--- config.mk ---
export PLATFORM = sky130hd
export DESIGN_NAME = dvfs_transition_sequencer
export DESIGN_NICKNAME = d
export VERILOG_FILES = /design/src/rtl/dvfs_transition_sequencer.sv
export SDC_FILE = /design/constraint.sdc
export NUM_CORES = 1
export LEC_CHECK = 0
export CORE_MARGIN = 2
export CORE_UTILIZATION = 60
export DETAILED_ROUTE_END_ITERATION = 10
export PLACE_DENSITY_LB_ADDON = 0.05
export SETUP_SLACK_MARGIN = 0.15
export SLEW_MARGIN = 20
export SYNTH_ARGS = -nofsm -noshare
export SYNTH_HDL_FRONTEND = slang
export SYNTH_SLANG_ARGS = --single-unit
--- constraint.sdc ---
create_clock -name clk -period 5.9 [get_ports clk]
set_clock_uncertainty 0.15 [all_clocks]
set_input_delay 0.885 -clock clk [delete_from_list [all_inputs] [get_ports clk]]
set_output_delay 0.885 -clock clk [all_outputs]
set_load 0.005 [all_outputs]
--- src/rtl/dvfs_transition_sequencer.sv ---
// rtl/dvfs_transition_sequencer.sv - orders voltage/frequency operating-point transitions
module dvfs_transition_sequencer #(
    parameter int LEVEL_W       = 3,
    parameter int RESET_LEVEL   = 4,
    parameter int THERMAL_LEVEL = 1,
    parameter int SETTLE_CYCLES = 64,
    parameter int ACK_TIMEOUT   = 1024
) (
    input  logic               clk,
    input  logic               rst,
    input  logic               req_valid,
    output logic               req_ready,
    input  logic [LEVEL_W-1:0] req_voltage_level,
    input  logic [LEVEL_W-1:0] req_freq_level,
    input  logic               thermal_alert,
    output logic [LEVEL_W-1:0] vreg_level,
    output logic               vreg_update,
    input  logic               vreg_ack,
    output logic [LEVEL_W-1:0] freq_level,
    output logic               freq_update,
    input  logic               freq_ack,
    output logic               busy,
    output logic               done,
    output logic               fault,
    input  logic               fault_clear
);

    localparam logic [LEVEL_W-1:0] RST_LVL   = LEVEL_W'(RESET_LEVEL);
    localparam logic [LEVEL_W-1:0] THERM_LVL = LEVEL_W'(THERMAL_LEVEL);
    localparam int WAIT_W = $clog2(ACK_TIMEOUT + 1);
    localparam int SET_W  = $clog2(SETTLE_CYCLES + 1);
    localparam logic [WAIT_W-1:0] WAIT_LAST = WAIT_W'(ACK_TIMEOUT - 1);
    localparam logic [SET_W-1:0]  SET_LAST  = SET_W'(SETTLE_CYCLES - 1);

    typedef enum logic [3:0] {
        S_IDLE,
        S_VUP,
        S_VUP_WAIT,
        S_VUP_SETTLE,
        S_FREQ,
        S_FREQ_WAIT,
        S_VDN,
        S_VDN_WAIT,
        S_VDN_SETTLE,
        S_DONE,
        S_FAULT
    } state_t;

    state_t              state, state_n;
    logic [LEVEL_W-1:0]  tgt_v, tgt_v_n;
    logic [LEVEL_W-1:0]  tgt_f, tgt_f_n;
    logic [LEVEL_W-1:0]  req_tgt_v;
    logic [WAIT_W-1:0]   wait_cnt;
    logic [SET_W-1:0]    settle_cnt;
    logic                thermal_pending;
    logic                thermal_q;
    logic                pending_clr;
    logic                in_wait;
    logic                in_settle;

    // Voltage first when going up, frequency first when going down.
    function automatic state_t route(input logic [LEVEL_W-1:0] tv, input logic [LEVEL_W-1:0] tf,
                                     input logic [LEVEL_W-1:0] cv, input logic [LEVEL_W-1:0] cf);
        if (tv > cv)
            return S_VUP;
        else if (tf != cf)
            return S_FREQ;
        else if (tv < cv)
            return S_VDN;
        else
            return S_DONE;
    endfunction

    assign req_tgt_v = (req_voltage_level > req_freq_level) ? req_voltage_level : req_freq_level;

    assign fault       = (state == S_FAULT);
    assign busy        = (state != S_IDLE);
    assign req_ready   = (state == S_IDLE) & !fault & !thermal_alert & !thermal_pending;
    assign vreg_update = (state == S_VUP) | (state == S_VDN);
    assign freq_update = (state == S_FREQ);
    assign in_wait     = (state == S_VUP_WAIT) | (state == S_FREQ_WAIT) | (state == S_VDN_WAIT);
    assign in_settle   = (state == S_VUP_SETTLE) | (state == S_VDN_SETTLE);

    always_comb begin
        state_n     = state;
        tgt_v_n     = tgt_v;
        tgt_f_n     = tgt_f;
        pending_clr = 1'b0;
        case (state)
            S_IDLE: begin
                if (thermal_alert | thermal_pending) begin
                    pending_clr = 1'b1;
                    // Already at or below the thermal point: nothing to do.
                    if (!((vreg_level <= THERM_LVL) && (freq_level <= THERM_LVL))) begin
                        tgt_v_n = THERM_LVL;
                        tgt_f_n = THERM_LVL;
                        state_n = route(THERM_LVL, THERM_LVL, vreg_level, freq_level);
                    end
                end else if (req_valid) begin
                    tgt_v_n = req_tgt_v;
                    tgt_f_n = req_freq_level;
                    state_n = route(req_tgt_v, req_freq_level, vreg_level, freq_level);
                end
            end
            S_VUP: state_n = S_VUP_WAIT;
            S_VUP_WAIT: begin
                if (vreg_ack)
                    state_n = S_VUP_SETTLE;
                else if (wait_cnt == WAIT_LAST)
                    state_n = S_FAULT;
            end
            S_VUP_SETTLE: begin
                if (settle_cnt == SET_LAST)
                    state_n = (tgt_f != freq_level) ? S_FREQ : S_DONE;
            end
            S_FREQ: state_n = S_FREQ_WAIT;
            S_FREQ_WAIT: begin
                if (freq_ack)
                    state_n = (tgt_v < vreg_level) ? S_VDN : S_DONE;
                else if (wait_cnt == WAIT_LAST)
                    state_n = S_FAULT;
            end
            S_VDN: state_n = S_VDN_WAIT;
            S_VDN_WAIT: begin
                if (vreg_ack)
                    state_n = S_VDN_SETTLE;
                else if (wait_cnt == WAIT_LAST)
                    state_n = S_FAULT;
            end
            S_VDN_SETTLE: begin
                if (settle_cnt == SET_LAST)
                    state_n = S_DONE;
            end
            S_DONE: state_n = S_IDLE;
            S_FAULT: begin
                if (fault_clear)
                    state_n = S_IDLE;
            end
            default: state_n = S_IDLE;
        endcase
    end

    always_ff @(posedge clk) begin
        if (rst) begin
            state           <= S_IDLE;
            tgt_v           <= RST_LVL;
            tgt_f           <= RST_LVL;
            vreg_level      <= RST_LVL;
            freq_level      <= RST_LVL;
            wait_cnt        <= '0;
            settle_cnt      <= '0;
            thermal_pending <= 1'b0;
            thermal_q       <= 1'b0;
            done            <= 1'b0;
        end else begin
            state     <= state_n;
            tgt_v     <= tgt_v_n;
            tgt_f     <= tgt_f_n;
            thermal_q <= thermal_alert;
            done      <= (state == S_DONE);

            if ((state_n == S_VUP) || (state_n == S_VDN))
                vreg_level <= tgt_v_n;
            if (state_n == S_FREQ)
                freq_level <= tgt_f_n;

            // Counters run only while staying in the same wait/settle state.
            if (in_wait && (state_n == state))
                wait_cnt <= wait_cnt + WAIT_W'(1);
            else
                wait_cnt <= '0;
            if (in_settle && (state_n == state))
                settle_cnt <= settle_cnt + SET_W'(1);
            else
                settle_cnt <= '0;

            if (pending_clr)
                thermal_pending <= 1'b0;
            else if (busy && thermal_alert && !thermal_q)
                thermal_pending <= 1'b1;
        end
    end

endmodule

==> impl_summary.txt, run 1 <==
----------------------------------------------------
[Finish]
  Filler instances ... about 310
  Filler-free cell count of the finished design ... between 300 and 400
  Most used cells in the layout excluding fill and tap cells ... sky130_fd_sc_hd__dfxtp_1 (37), sky130_fd_sc_hd__clkdlybuf4s50_1 (24), sky130_fd_sc_hd__nor2_1 (20), sky130_fd_sc_hd__nand3_1 (18)
  Share of layout cells above drive strength 1 ... roughly 12%
  Total inserted antenna cells ... 0
  Most frequent standard cell in the layout excluding fill and tap cells ... sky130_fd_sc_hd__dfxtp_1
  Post-route core utilization ... 72.2%
  Post-layout net count ... 314
  Area of all placed cells without fillers ... between 0.002 and 0.003 mm^2
  Area overhead of the layout relative to synthesis ... 16.1%

[Synthesis]
  Share of the yosys chip area belonging to registers ... 32.5%
  Cell types with the largest area share after synthesis ... sky130_fd_sc_hd__dfxtp_1 (33%), sky130_fd_sc_hd__ha_1 (5.5%), sky130_fd_sc_hd__nand3_1 (4.0%)
  Synth warn ... 0
  Top FF cell, synth ... sky130_fd_sc_hd__dfxtp_1
  Fraction of synthesized cell area taken by the top area cell type ... 32.5%
  Number of instances in the synthesized netlist ... 271
  Post-synthesis net count ... ~290
  Syn Std Cell Area ... roughly 0.0023 mm^2
  Mean instance size in the synthesized netlist ... between 8 and 9 um^2
  Number of distinct standard cells referenced by the synthesized netlist ... 62
  Cell type contributing the most total cell area after synthesis ... sky130_fd_sc_hd__dfxtp_1
  Count of flip-flops with a built-in enable after synthesis ... 0
  Number of synthesized register bits ... 37
  Async set or reset register ratio after synthesis ... 0%

[STA]
  Worst hold-check slack ... 0.329 ns
  Aggregate negative setup slack ... 0 ns
  Final period util ... 82.7%
  Actual slew at the worst max-slew pin ... 0.791 ns
  Number of hold violations in the final report ... 0
  Final critical-path setup slack ... 1.02 ns
  Count of pins over their slew limit ... 0
  Fmax ... 0.205 GHz
  Clock period minus worst slack ... 4.88 ns
  Endpoints failing setup ... 0
  Worst slew margin relative to its limit ... 47.1%
  RSZ-0062 raised after global routing ... no

[Route]
  Number of detailed-route iterations in the first pass ... 5
  Routed Wire Length ... just over 5000 um
  Top routing layer in use ... met4
  Number of vias per cell ... 5.97
  Number of antenna-violating nets in the routed design ... 0
  Sum of met3 wire segment lengths after detailed routing ... ~330 um
  Via Count ... 2029
  Wire length on met1 ... 2410 um
  Post-detailed-route wirelength per cell ... 15.0 um
  DRC marker count from the first detailed-route iteration ... 206
  # DRC ... 0
  Routed length on met2 ... 2270 um

[Placed design]
  Total cell area at the placement stage ... 0.00252 mm^2
  Inst Count DP ... 332
  Half-perimeter wire length after detailed placement ... 3660 um
  Global placer's final weighted congestion ... 0.843
  Number of buffer cells added on primary ports ... 24
  Worst setup timing slack at the placement stage ... 0.831 ns

[Floorplanning]
  Top-level port count ... 25
  Floorplan die width ... 65.6 um
  Area of the core ... 0.00366 mm^2
  Vert. Die Dim ... approximately 66 um
  Row count ... 22
  Initial Utilization ... 62.2%
  Floorplan die area ... between 0.004 and 0.005 mm^2

[Critical path]
  Type of the setup path with the least slack ... input port to flip-flop
  Endpoint kind of the worst setup timing path ... flip-flop
  CP Launch Type ... input port
  Worst-path fanout max ... 11
  Delay of the slowest cell on the worst path ... 0.63 ns
  Setup slack of the most critical reg-to-reg path ... ~2.8 ns
  Data arrival time at the worst-slack endpoint ... between 4 and 5 ns
  Highest-delay cell along the critical path ... sky130_fd_sc_hd__a2111oi_2
  Data required time at the worst endpoint ... roughly 6.0 ns
  Startpoint of the most critical setup path ... req_freq_level[1]
  Critical Path, Cell by Cell ... clkdlybuf4s50_1 > inv_1 > ha_1 > nor2b_1 > o21ai_0 > a32oi_1 > mux2_2 > ha_1 > nand3_1 > a31oi_1 > nor2_1 > a2111oi_2 > nand3_1 > a211o_1 > a21oi_1
  Critical R2R Launch ... state[1]

[Clock network]
  Buffers from clock root to sink, at most ... 2
  Clock transition time at the flip-flop clock pins of the worst setup and hold paths ... 0.07 ns
  Hold buffers post-CTS ... 0
  Total number of clock tree sinks ... 37
  CTS H-Tree Depth ... 2
  Master cell of the clock root buffer ... sky130_fd_sc_hd__clkbuf_8
  CTS tree ... yes
  Number of buffers added by the clock tree synthesis step ... 5
  Worst-Skew Late Latency ... 0.29 ns
  Resize count post-CTS ... 0
  Post-CTS setup repair buffer count ... 0

[Global route]
  Number of global-route vias before repair ... 1860
  Pin count of the biggest net entering global routing ... 23
  Aggregate global routing overflow ... 0
  Global Route Usage Sum ... 25.0%
  First-pass GRT wire length ... 8290 um
  Antenna violations before repair ... 0

[Worst hold path]
  Class of the tightest hold or removal check ... flip-flop to flip-flop
  Hold Crit Start ... wait_cnt[0]

[Job]
  Max Cap Viol ... 0

[Power]
  Overall power of the completed layout ... ~1.2 mW
  Power density of the placed cells ... about 440 mW/mm^2
  Peak supply drop ... 0.313 mV
  Leak ... 0.950 nW

[Outcome]
  Run status ... completed

----------------------------------------------------
-- power breakdown --
| group | internal (mW) | switching (mW) | total [mW] |
|---|---|---|---|
| registers | 0.291 | 0.0864 | 0.378 |
| clock network | 0.137 | 0.0931 | 0.230 |
| logic | 0.263 | 0.288 | 0.551 |
-- area by class of cell --
type / count / area (um^2) / area share [%]
multi-input cells: 208 / 1430 / 53.9
inverters: 15 / 56.3 / 2.13
repair buffers: 24 / 240 / 9.09
clock buffers: 6 / 82.6 / 3.13
well taps: 48 / 60.1 / 2.27
flip-flops and latches: 37 / 741 / 28.0
clock inverters: 2 / 37.5 / 1.42
-- layer usage --
| metal | global-route usage, % | vias up |
|---|---|---|
| met3 | 5.14 | 8 |
| met4 | 9.38 | 0 |
| met1 | 33.7 | 924 |
| li1 | - | 1021 |
| met5 | 0 | - |
| met2 | 39.4 | 76 |
-- worst paths after layout --
check,endpoint,depth (start not counted)
setup / recovery,wait_cnt[10],15
hold / removal,wait_cnt[0],1
setup reg to reg,wait_cnt[10],7
hold reg to reg,wait_cnt[0],1
-- registers in the layout (all words and copies together) (netlist names) --
| name | flops |
|---|---|
| settle_cnt | 7 |
| done | 1 |
| tgt_f | 3 |
| state | 4 |
| freq_level | 3 |
| thermal_q | 1 |
| thermal_pending | 1 |
| vreg_level | 3 |
| wait_cnt | 11 |
| tgt_v | 3 |
-- critical path: cells and delay by family --
| kind | cells | cell delay (ns) |
|---|---|---|
| AOI/OAI and AO/OA | 6 | 1.98 |
| adders and majority gates | 2 | 0.59 |
| and+or+nand+nor | 4 | 0.50 |
| muxes | 1 | 0.40 |
| buffers and inverters | 2 | 0.59 |
-- cell families (layout without fill, tap and decap cells) --
kind of cell / after synthesis / after routing / share of synthesized area, %
multiplexers: 8 / 8 / 3.74
AND/OR/NAND/NOR: 120 / 120 / 29.8
XOR/XNOR: 18 / 18 / 6.93
flip-flops: 37 / 37 / 32.5
adder cells (fa/ha/maj): 10 / 10 / 5.50
AO/OA/AOI/OAI: 52 / 52 / 16.7
buffers and inverters: 26 / 47 / 4.84
-- synth_stat cells, types with 7 or more instances --
cell type	count
sky130_fd_sc_hd__nor2b_1	7
sky130_fd_sc_hd__nor2_2	10
sky130_fd_sc_hd__nand2_1	13
sky130_fd_sc_hd__inv_1	13
sky130_fd_sc_hd__dfxtp_1	37
sky130_fd_sc_hd__nor2_1	20
sky130_fd_sc_hd__nor3_1	10
sky130_fd_sc_hd__a21oi_1	7
sky130_fd_sc_hd__nand3_1	18
sky130_fd_sc_hd__ha_1	10
sky130_fd_sc_hd__o21ai_0	11
sky130_fd_sc_hd__xor2_1	8
sky130_fd_sc_hd__xnor2_1	10
Note: power is estimated with default switching activity, not from simulation.
==> run 2, diff against run 1 <==
- CORE_UTILIZATION: 60 -> 56
- clock period: 5.9 -> 4.8 ns (I/O delays scaled with it)
==> impl_summary.txt, run 2 (synthesis gave the netlist of run 1 again) <==
----------------------------------------------------
[Outcome]
  Run status ... completed

[Finish]
  Post-layout net count ... 318 (+1.3%)
  Area of all sequential standard cells ... 741 um^2 (unchanged)
  Most used cells in the layout excluding fill and tap cells ... sky130_fd_sc_hd__dfxtp_1 (37), sky130_fd_sc_hd__clkdlybuf4s50_1 (24), sky130_fd_sc_hd__nor2_1 (20), sky130_fd_sc_hd__nand3_1 (18)
  Filler instances ... 340 (+11%)
  Most frequent standard cell in the layout excluding fill and tap cells ... sky130_fd_sc_hd__dfxtp_1
  Share of layout cells above drive strength 1 ... 13.6% (+1.2 points)
  Largest registers ... wait_cnt x11, settle_cnt x7, state x4
  Total inserted antenna cells ... 0 (unchanged)
  Post-route core utilization ... 67.5% (-4.7 points)
  Register containing the most flip-flops in the final layout ... wait_cnt
  Flip-flop count of the largest register, all copies and words added ... 11 (unchanged)
  Area of the multi-input gates ... 0.00143 mm^2 (about the same)
  Area overhead of the layout relative to synthesis ... 16.9%

[Floorplanning]
  Floorplan die area ... 0.00459 mm^2 (+6.7%)
  Floorplan die width ... 67.8 um (+3.3%)
  Vert. Die Dim ... 67.8 um (+3.3%)
  Row count ... 23 (+4.5%)
  Initial Utilization ... 57.7% (-4.4 points)
  Top-level port count ... 25 (unchanged)
  Area of the core ... 0.00394 mm^2 (+7.7%)

[Critical path]
  Data arrival time at the worst-slack endpoint ... 4.43 ns (-0.52 ns)
  Number of buffer and inverter stages on the critical path ... 4 (+2)
  Data required time at the worst endpoint ... 4.83 ns (-1.14 ns)
  Type of the setup path with the least slack ... input port to flip-flop
  Critical Path, Cell by Cell ... clkdlybuf4s50_1 > inv_1 > ha_1 > nor2b_1 > o21ai_0 > a32oi_1 > mux2_2 > ha_1 > nand3_1 > a31oi_1 > nor2_1 > a2111oi_2 > buf_4 > nand4b_1 > o21ai_1 > buf_4 > mux2_1
  Count of cells along the worst register-to-register path ... 9 (+2)
  Endpoint of the worst-slack reg-to-reg timing path ... vreg_level[1]
  Stages on the worst setup path ... 17 (+2)
  CP Launch Type ... input port
  Endpoint kind of the worst setup timing path ... flip-flop
  Setup crit end ... vreg_level[1]
  Worst-path fanout max ... 6 (-5)
  Setup slack of the most critical reg-to-reg path ... 1.68 ns (-1.11 ns)
  Family of cells with the greatest summed delay on the critical path ... compound AO/OA/AOI/OAI gates
  Delay of the slowest cell on the worst path ... 0.53 ns (-0.10 ns)
  Critical R2R Launch ... state[1]
  Startpoint of the most critical setup path ... req_freq_level[1]
  Highest-delay cell along the critical path ... sky130_fd_sc_hd__clkdlybuf4s50_1

[Route]
  # DRC ... 0 (unchanged)
  Via Count ... 2016 (-0.64%)
  Number of antenna-violating nets in the routed design ... 0 (unchanged)
  Number of vias per cell ... 5.84 (-2.1%)
  Number of detailed-route iterations in the first pass ... 4 (-1)
  DRC marker count from the first detailed-route iteration ... 135 (-34%)
  Post-detailed-route wirelength per cell ... 15.0 um (+0.35%)
  Routed Wire Length ... 5180 um (+1.8%)

[STA]
  Worst slew margin relative to its limit ... 46.6% (-0.49 points)
  Clock period minus worst slack ... 4.41 ns
  Fmax ... 0.227 GHz
  Aggregate negative setup slack ... 0 ns (unchanged)
  Endpoints failing setup ... 0 (unchanged)
  Number of hold violations in the final report ... 0 (unchanged)
  Worst hold-check slack ... 0.321 ns (-0.00828 ns)
  Count of pins over their slew limit ... 0 (unchanged)
  RSZ-0062 raised after global routing ... no
  Final period util ... 91.9%
  Actual slew at the worst max-slew pin ... 0.798 ns (+0.00734 ns)

[Global route]
  Aggregate global routing overflow ... 0 (unchanged)
  Global Route Usage Sum ... 25.3% (+0.27 points)
  Number of global-route vias before repair ... 1871 (+0.59%)
  Pin count of the biggest net entering global routing ... 23 (unchanged)
  First-pass GRT wire length ... 8660 um (+4.5%)
  Antenna violations before repair ... 0 (unchanged)

[Placed design]
  Number of buffer cells added on primary ports ... 24 (unchanged)
  Global placer's final weighted congestion ... 0.863 (+2.4%)
  Half-perimeter wire length after detailed placement ... 3830 um (+4.7%)

[Clock network]
  CTS H-Tree Depth ... 2 (unchanged)
  Master cell of the clock root buffer ... sky130_fd_sc_hd__clkbuf_8
  Worst-Skew Late Latency ... 0.29 ns (about the same)
  CTS tree ... yes
  Total number of clock tree sinks ... 37 (unchanged)
  Buffers from clock root to sink, at most ... 2 (unchanged)
  Hold buffers post-CTS ... 0 (unchanged)
  Number of buffers added by the clock tree synthesis step ... 5 (unchanged)
  Clock transition time at the flip-flop clock pins of the worst setup and hold paths ... 0.07 ns (about the same)

[Worst hold path]
  Class of the tightest hold or removal check ... flip-flop to flip-flop

[Power]
  Leak ... 0.966 nW (+1.7%)
  Peak supply drop ... 0.316 mV (+0.96%)
  Overall power of the completed layout ... 1.44 mW (+24%)
  Power density of the placed cells ... 542 mW/mm^2 (+23%)

[Job]
  Max Cap Viol ... 0 (unchanged)

----------------------------------------------------
[run 2: cell types whose count changed in the layout (fill, tap and decap cells not counted)]
| cell | before | now |
|---|---|---|
| sky130_fd_sc_hd__a211o_1 | 2 | 1 |
| sky130_fd_sc_hd__a211o_2 | 0 | 1 |
| sky130_fd_sc_hd__buf_4 | 0 | 4 |
| sky130_fd_sc_hd__clkbuf_8 | 6 | 5 |
| sky130_fd_sc_hd__clkinv_2 | 0 | 1 |
| sky130_fd_sc_hd__clkinvlp_4 | 1 | 0 |
[run 2: worst min path at each step]
stage	from	to	slack, ns	cells past startpoint
3_3_place_gp	wait_cnt[0]	wait_cnt[0]	0.31	1
3_5_place_dp	wait_cnt[0]	wait_cnt[0]	0.31	1
4_1_cts	wait_cnt[0]	wait_cnt[0]	0.33	1
6_report	wait_cnt[0]	wait_cnt[0]	0.32	1
5_1_grt	wait_cnt[0]	wait_cnt[0]	0.36	1
2_1_floorplan	wait_cnt[0]	wait_cnt[0]	0.29	1
[run 2: where the power goes]
group	leakage, nW	switching, mW	internal [mW]
Clock	0.0540	0.110	0.151
Combinational	0.611	0.368	0.353
Sequential	0.301	0.100	0.358
[run 2: per-stage QoR]
step                setup slack [ns]  cells  cell area, um^2
floorplan                      0.927    271             2280
global placement               0.205    337             2550
detailed placement             0.119    337             2550
CTS                            0.356    344             2650
global route                   0.162    345             2660
finish                         0.391    345             2660
[run 2: cell type report]
| class | count | share of cell area [%] |
|---|---|---|
| multi-input combinational | 208 | 53.6 |
| sequential | 37 | 27.8 |
| timing repair buffer | 28 | 10.2 |
| clock buffer | 5 | 2.59 |
| tap | 50 | 2.35 |
| inverter | 15 | 2.12 |
| clock inverter | 2 | 1.32 |
[run 2: timing repair]
action	4_1_cts	5_1_grt
gates resized for setup	0	1
endpoints found under the setup margin	0	14
setup buffers	0	1
[run 2: worst reg2reg max path: stages (launching register included)]
cell and delay (ns):
sky130_fd_sc_hd__dfxtp_1 0.66, sky130_fd_sc_hd__or3b_2 0.49, sky130_fd_sc_hd__a2111oi_0 0.41, sky130_fd_sc_hd__a311o_1 0.24, sky130_fd_sc_hd__nor4_2 0.09, sky130_fd_sc_hd__buf_4 0.18, sky130_fd_sc_hd__nand4b_1 0.16, sky130_fd_sc_hd__o21ai_1 0.14
sky130_fd_sc_hd__buf_4 0.17, sky130_fd_sc_hd__mux2_1 0.32
[run 2: per-layer routing]
layer	global-route usage [%]	vias up	routed length, um
li1	-	1027	-
met1	34.1	919	2510
met2	39.3	60	2270
met3	4.00	10	294
met4	11.7	0	96
met5	0	-	0
